$ cat src/rtl/regbank_ctrl.sv
// Sequencer/arbiter in front of the 37-entry ARM register bank: arbitrates reads, two write-back
// streams and CPSR updates, and maps r0-r15 to banked indices. REGBANK_CTRL_RR_EN selects wa/wb round-robin.
module regbank_ctrl #(
   parameter int         DW         = 32,
   parameter logic [4:0] RESET_MODE = 5'b10011
) (
   input  logic          clk,
   input  logic          rst,
   input  logic          rd_valid,
   output logic          rd_ready,
   input  logic [3:0]    rd_addr1,
   input  logic [3:0]    rd_addr2,
   input  logic [3:0]    rd_addr3,
   output logic [DW-1:0] rd_data1,
   output logic [DW-1:0] rd_data2,
   output logic [DW-1:0] rd_data3,
   output logic          rd_done,
   input  logic          wa_valid,
   output logic          wa_ready,
   input  logic [3:0]    wa_addr,
   input  logic [DW-1:0] wa_data,
   input  logic          wb_valid,
   output logic          wb_ready,
   input  logic [3:0]    wb_addr,
   input  logic [DW-1:0] wb_data,
   input  logic          cpsr_valid,
   output logic          cpsr_ready,
   input  logic [DW-1:0] cpsr_data,
   input  logic [DW-1:0] cpsr_mask,
   input  logic          pc_inc_req,
   output logic [4:0]    mode,
   output logic          bk_active,
   output logic          bk_w,
   output logic          bk_pc_w,
   output logic          bk_cpsr_w,
   output logic          bk_pc_inc,
   output logic [5:0]    bk_addr1,
   output logic [5:0]    bk_addr2,
   output logic [5:0]    bk_addr3,
   output logic [DW-1:0] bk_write,
   output logic [DW-1:0] bk_pc_write,
   output logic [DW-1:0] bk_cpsr_write,
   output logic [DW-1:0] bk_cpsr_mask,
   input  logic [DW-1:0] bk_read1,
   input  logic [DW-1:0] bk_read2,
   input  logic [DW-1:0] bk_read3
);

   typedef enum logic [2:0] {IDLE, RD, RD_CAP, WR, PCW, CPSRW} state_t;

   state_t r_state;

   logic          w_idle;
   logic          w_pickWb;
   logic          w_grantWb;
   logic          w_grantWa;
   logic          w_grantWr;
   logic          w_grantRd;
   logic [3:0]    w_wrAddr;
   logic [DW-1:0] w_wrData;
   logic          w_wrIsPc;

   // Banked physical index for a logical register under a given mode; unknown modes map identically.
   function automatic logic [5:0] mapReg(input logic [3:0] r, input logic [4:0] m);
      logic [5:0] idx;
      logic [5:0] res;
      idx = {2'b00, r};
      res = idx;
      case (m)
         5'b10001: if (r >= 4'd8 && r <= 4'd14) res = idx + 6'd8;
         5'b10011: if (r == 4'd13 || r == 4'd14) res = idx + 6'd10;
         5'b10111: if (r == 4'd13 || r == 4'd14) res = idx + 6'd12;
         5'b10010: if (r == 4'd13 || r == 4'd14) res = idx + 6'd14;
         5'b11011: if (r == 4'd13 || r == 4'd14) res = idx + 6'd16;
         default:  res = idx;
      endcase
      return res;
   endfunction

`ifdef REGBANK_CTRL_RR_EN
   logic r_lastWb;
   assign w_pickWb = wb_valid && (!wa_valid || !r_lastWb);
`else
   assign w_pickWb = wb_valid;
`endif

   assign w_idle     = (r_state == IDLE) && !rst;
   assign w_grantWb  = w_idle && !cpsr_valid && w_pickWb;
   assign w_grantWa  = w_idle && !cpsr_valid && wa_valid && !w_pickWb;
   assign w_grantWr  = w_grantWa || w_grantWb;
   assign w_grantRd  = w_idle && !cpsr_valid && !wa_valid && !wb_valid && rd_valid;
   assign w_wrAddr   = w_pickWb ? wb_addr : wa_addr;
   assign w_wrData   = w_pickWb ? wb_data : wa_data;
   assign w_wrIsPc   = (w_wrAddr == 4'd15);

   assign cpsr_ready = w_idle && cpsr_valid;
   assign wb_ready   = w_grantWb;
   assign wa_ready   = w_grantWa;
   assign rd_ready   = w_grantRd;

   // Strobes are one-cycle registered pulses; address and data registers hold between transactions.
   always_ff @(posedge clk) begin
      if (rst) begin
         r_state       <= IDLE;
         mode          <= RESET_MODE;
         bk_active     <= 1'b0;
         bk_w          <= 1'b0;
         bk_pc_w       <= 1'b0;
         bk_cpsr_w     <= 1'b0;
         bk_pc_inc     <= 1'b0;
         bk_addr1      <= '0;
         bk_addr2      <= '0;
         bk_addr3      <= '0;
         bk_write      <= '0;
         bk_pc_write   <= '0;
         bk_cpsr_write <= '0;
         bk_cpsr_mask  <= '0;
         rd_data1      <= '0;
         rd_data2      <= '0;
         rd_data3      <= '0;
         rd_done       <= 1'b0;
`ifdef REGBANK_CTRL_RR_EN
         r_lastWb      <= 1'b0;
`endif
      end else begin
         bk_active <= 1'b0;
         bk_w      <= 1'b0;
         bk_pc_w   <= 1'b0;
         bk_cpsr_w <= 1'b0;
         rd_done   <= 1'b0;
         bk_pc_inc <= pc_inc_req && !(w_grantWr && w_wrIsPc);
         case (r_state)
            IDLE: begin
               if (cpsr_ready) begin
                  bk_cpsr_write <= cpsr_data;
                  bk_cpsr_mask  <= cpsr_mask;
                  bk_cpsr_w     <= 1'b1;
                  r_state       <= CPSRW;
               end else if (w_grantWr) begin
`ifdef REGBANK_CTRL_RR_EN
                  r_lastWb <= w_grantWb;
`endif
                  if (w_wrIsPc) begin
                     bk_pc_write <= w_wrData;
                     bk_pc_w     <= 1'b1;
                     r_state     <= PCW;
                  end else begin
                     bk_addr1 <= mapReg(w_wrAddr, mode);
                     bk_write <= w_wrData;
                     bk_w     <= 1'b1;
                     r_state  <= WR;
                  end
               end else if (w_grantRd) begin
                  bk_addr1  <= mapReg(rd_addr1, mode);
                  bk_addr2  <= mapReg(rd_addr2, mode);
                  bk_addr3  <= mapReg(rd_addr3, mode);
                  bk_active <= 1'b1;
                  r_state   <= RD;
               end
            end
            RD: begin
               rd_data1 <= bk_read1;
               rd_data2 <= bk_read2;
               rd_data3 <= bk_read3;
               rd_done  <= 1'b1;
               r_state  <= RD_CAP;
            end
            CPSRW: begin
               mode    <= (mode & ~bk_cpsr_mask[4:0]) | (bk_cpsr_write[4:0] & bk_cpsr_mask[4:0]);
               r_state <= IDLE;
            end
            default: r_state <= IDLE;
         endcase
      end
   end

endmodule

$ cat config.mk
export PLATFORM = sky130hd
export DESIGN_NAME = regbank_ctrl
export DESIGN_NICKNAME = d
export VERILOG_FILES = /design/src/rtl/regbank_ctrl.sv
export SDC_FILE = /design/constraint.sdc
export NUM_CORES = 1
export LEC_CHECK = 0
export ABC_CLOCK_PERIOD_IN_PS = 3450
export CAP_MARGIN = 20
export CORE_AREA = 5 5 194 196
export DETAILED_ROUTE_END_ITERATION = 8
export DIE_AREA = 0 0 199 201
export DONT_BUFFER_PORTS = 1
export PLACE_DENSITY = 0.55
export SLEW_MARGIN = 20
export SYNTH_ARGS = -nofsm -noshare
export SYNTH_HDL_FRONTEND = slang
export SYNTH_SLANG_ARGS = --single-unit
$ cat constraint.sdc
create_clock -name clk -period 3.45 [get_ports clk]
set_input_delay 0.69 -clock clk [delete_from_list [all_inputs] [get_ports clk]]
set_output_delay 0.69 -clock clk [all_outputs]
set_load 0.1 [all_outputs]
==> flow_summary.ini <==
[placement]
portBuffers = 0
dpl.hpwl_um = 25590
pre_cts_ws_ns = 0.8481
routabilityCongestion = 0.8716

[detailed_routing]
wire_per_inst_um = 20.15
drt-pass1-iter-count = 5
vias_per_cell = 5.084
drc = 0
num_vias = 8714
ant_nets = 0
drt_iter0_drc = 541
drt-total-wl_um = 34530

[worst_setup_path]
crit_path_max_incr_delay_ns = 0.39
rrSetupSlack_ns = 1.21
ff2ff_path_depth = 6
critPathArrivalTime_ns = 2.30
worstSetupEndpointType = output port
crit_chain = nor4_4 -> nor2b_1 -> nand3_1 -> buf_4 -> inv_1 -> buf_4
crit_path_top_delay_cell = dfxtp_1
cpMostUsedCell = buf_4
cp_max_fo = 16
cp_top_family = simple AND/OR/NAND/NOR gates
timing_worst_setup_path_type = reg2out
cp.required_ns = 2.76
cp-start-kind = register
timing.rr.end = bk_addr1[2]
crit_buf_inv = 3

[sta]
layout_min_cycle_time_ns = 2.993
clock.fmax_mhz = 334.1
worst_pin_slew_ns = 1.115
holdWs_ns = 0.2241
finalMaxSlewViolations = 0
rsz0062_at_grt = false
fin_tns_setup_ns = 0
hold_violations = 0
setup_viol = 0
finalCritPeriodShare_pct = 86.76
layout_setup_ws_ns = 0.4568
slew_headroom_pct = 25.59
fin_worst_skew_ns = 0.008346

[clock_tree]
cts_sinks = 253
clk_latency_ns = 0.55
ctsHoldBuffers = 0
cts_buffers = 28
clk_path_buf_depth = 3
clockRootBuffer = clkbuf_16
cts-htree-levels = 1
cts_resized = 0
cts_tree = done
clk_pin_slew_ns = 0.06
cts_setup_buffers = 0

[job]
maxCapViolCount = 0

[yosys]
synthDistinctLibCells = 58
synth.top_cell.area_share_pct = 47.42
synth_area_leaders = dfxtp_1 47%, nand2_1 12%, a21oi_1 5.2%, nand3b_1 4.6%, mux2i_1 4.0%
seq_area_frac_synth_pct = 47.42
synth_commonest_cells = 347 x nand2_1, 253 x dfxtp_1, 112 x a21oi_1
synth_seq_cells = 253
yosys.area.top_type = dfxtp_1
synthCells = 1266
postSynthAreaPerCell_um2 = 8.436
yosysMostFrequentCell = nand2_1
yosys_warnings = 0
syn_area_um2 = 10680
synth_flop_cell = dfxtp_1
synth_edf_count = 0
synthArstFlopShare_pct = 0

[finish]
final_util_pct = 33.48
drive_above_1_share_pct = 8.835
syn_to_final_growth_pct = 12.58
multiInputGateArea_um2 = 5156
fill_cells = 3777
finalNetCount = 1501
final-seq-area_um2 = 5067

[pwr]
switching_share_pct = 40.57
p_clk_share_pct = 34.5
seqPwrFrac_pct = 56.9
comb_power_share_pct = 8.6
p_sw_mw = 3.590
power_density_nw_per_um2 = 735.8
p_leak_nw = 4.652
p_int_mw = 5.258
power_mw = 8.848
irDropWorstVdd_v = 0.0004334

[global_route]
grt_pass1_wl_um = 51450
track_usage_pct = 15.95
grt_pass1_vias = 8527
grt_antenna_before_repair = 1
grt_overflow = 0
grt_start_max_net_pins = 249

[worst_hold_path]
hold_path_startpoint = rst
min_to = bk_pc_write[24]
hold_depth = 1
min_path_type = in2reg

[floorplan]
coreArea_um2 = 35910
die_h_um = 201
io_pins = 508
die_w_um = 199
start_util_pct = 29.74
row_count = 70
dieArea_um2 = 40000

[run_status]
status = finished clean
## worst register-to-register path, stage by stage, from the launching register on
cell and delay [ns]:
dfxtp_1 0.79, nor2_1 0.23, a21o_1 0.21, a31oi_1 0.48
o211ai_1 0.16, o311ai_1 0.13, o32ai_1 0.11
## power by group through the flow
stage                     registers (mW)  clock network, mW  logic, mW
after global routing                5.07               3.26      0.858
after floorplan                     5.01                  0      0.661
final                               5.04               3.06      0.757
after CTS                           5.04               3.13      0.765
after detailed placement            5.10                  0      0.765
after global placement              5.10                  0      0.741
## sequential cells by signal, summed over array words and instances, names as in the netlist, 3 cells and up, named ones only
| signal | flops |
|---|---|
| bk_addr3 | 5 |
| bk_write | 32 |
| rd_data2 | 32 |
| bk_addr2 | 5 |
| bk_addr1 | 5 |
| bk_pc_write | 32 |
| r_state | 3 |
| rd_data1 | 32 |
| bk_cpsr_mask | 32 |
| rd_data3 | 32 |
| bk_cpsr_write | 32 |
## cells by family (layout without fill, tap and decap cells)
logic type / after synthesis / in the layout / share of synthesized area, %
flops: 253 / 253 / 47.42
simple gates: 564 / 564 / 23.93
mux: 43 / 43 / 4.030
fa+ha+maj: 27 / 27 / 3.140
compound gates: 259 / 259 / 16.62
xor+xnor: 2 / 2 / 0.1640
buf+inv: 117 / 94 / 4.651
other cells: 1 / 4 / 0.03511
## layout make-up
type / instances / area share (%)
antenna: 1 / 0.02081
clock buffer: 38 / 6.556
clock inverter: 13 / 1.322
inverter: 22 / 0.6868
multi-input combinational: 898 / 42.88
sequential: 253 / 42.14
tap: 468 / 4.870
timing repair buffer: 21 / 1.519
## cells in the final DEF (no fill, tap or decap), types with 21 or more instances in the layout
master,count
mux2i_1,43
inv_1,21
nand3b_1,66
a211oi_2,29
a211oi_1,39
a21oi_1,112
ha_1,26
nor2_1,93
clkbuf_16,28
dfxtp_1,251
nand2_1,345
## metal layers
layer	GRT usage, %	up-vias	part of all wire, %
met5	0	-	0
met1	18.39	4022	37
li1	-	4216	-
met4	4.372	0	2.1
met3	6.647	42	12
met2	27.16	434	48
## worst max-delay path by stage
stage,end,slack (ns),from,cells past startpoint
final,rd_ready,0.46,r_state[0],6
after global routing,rd_ready,0.31,r_state[0],6
after CTS,rd_ready,0.43,r_state[0],6
after detailed placement,rd_ready,0.85,rst,6
after global placement,rd_ready,0.91,rst,6
after floorplan,wa_ready,0.15,wb_valid,4
## per-stage QoR
| stage | std cells | instance area [µm²] |
|---|---|---|
| 2_1_floorplan | 1268 | 10690 |
| 3_3_place_gp | 1662 | 11070 |
| 3_5_place_dp | 1662 | 11070 |
| 4_1_cts | 1713 | 12020 |
| 5_1_grt | 1714 | 12020 |
| 6_report | 1714 | 12020 |
(Power assumes the default switching activity.)
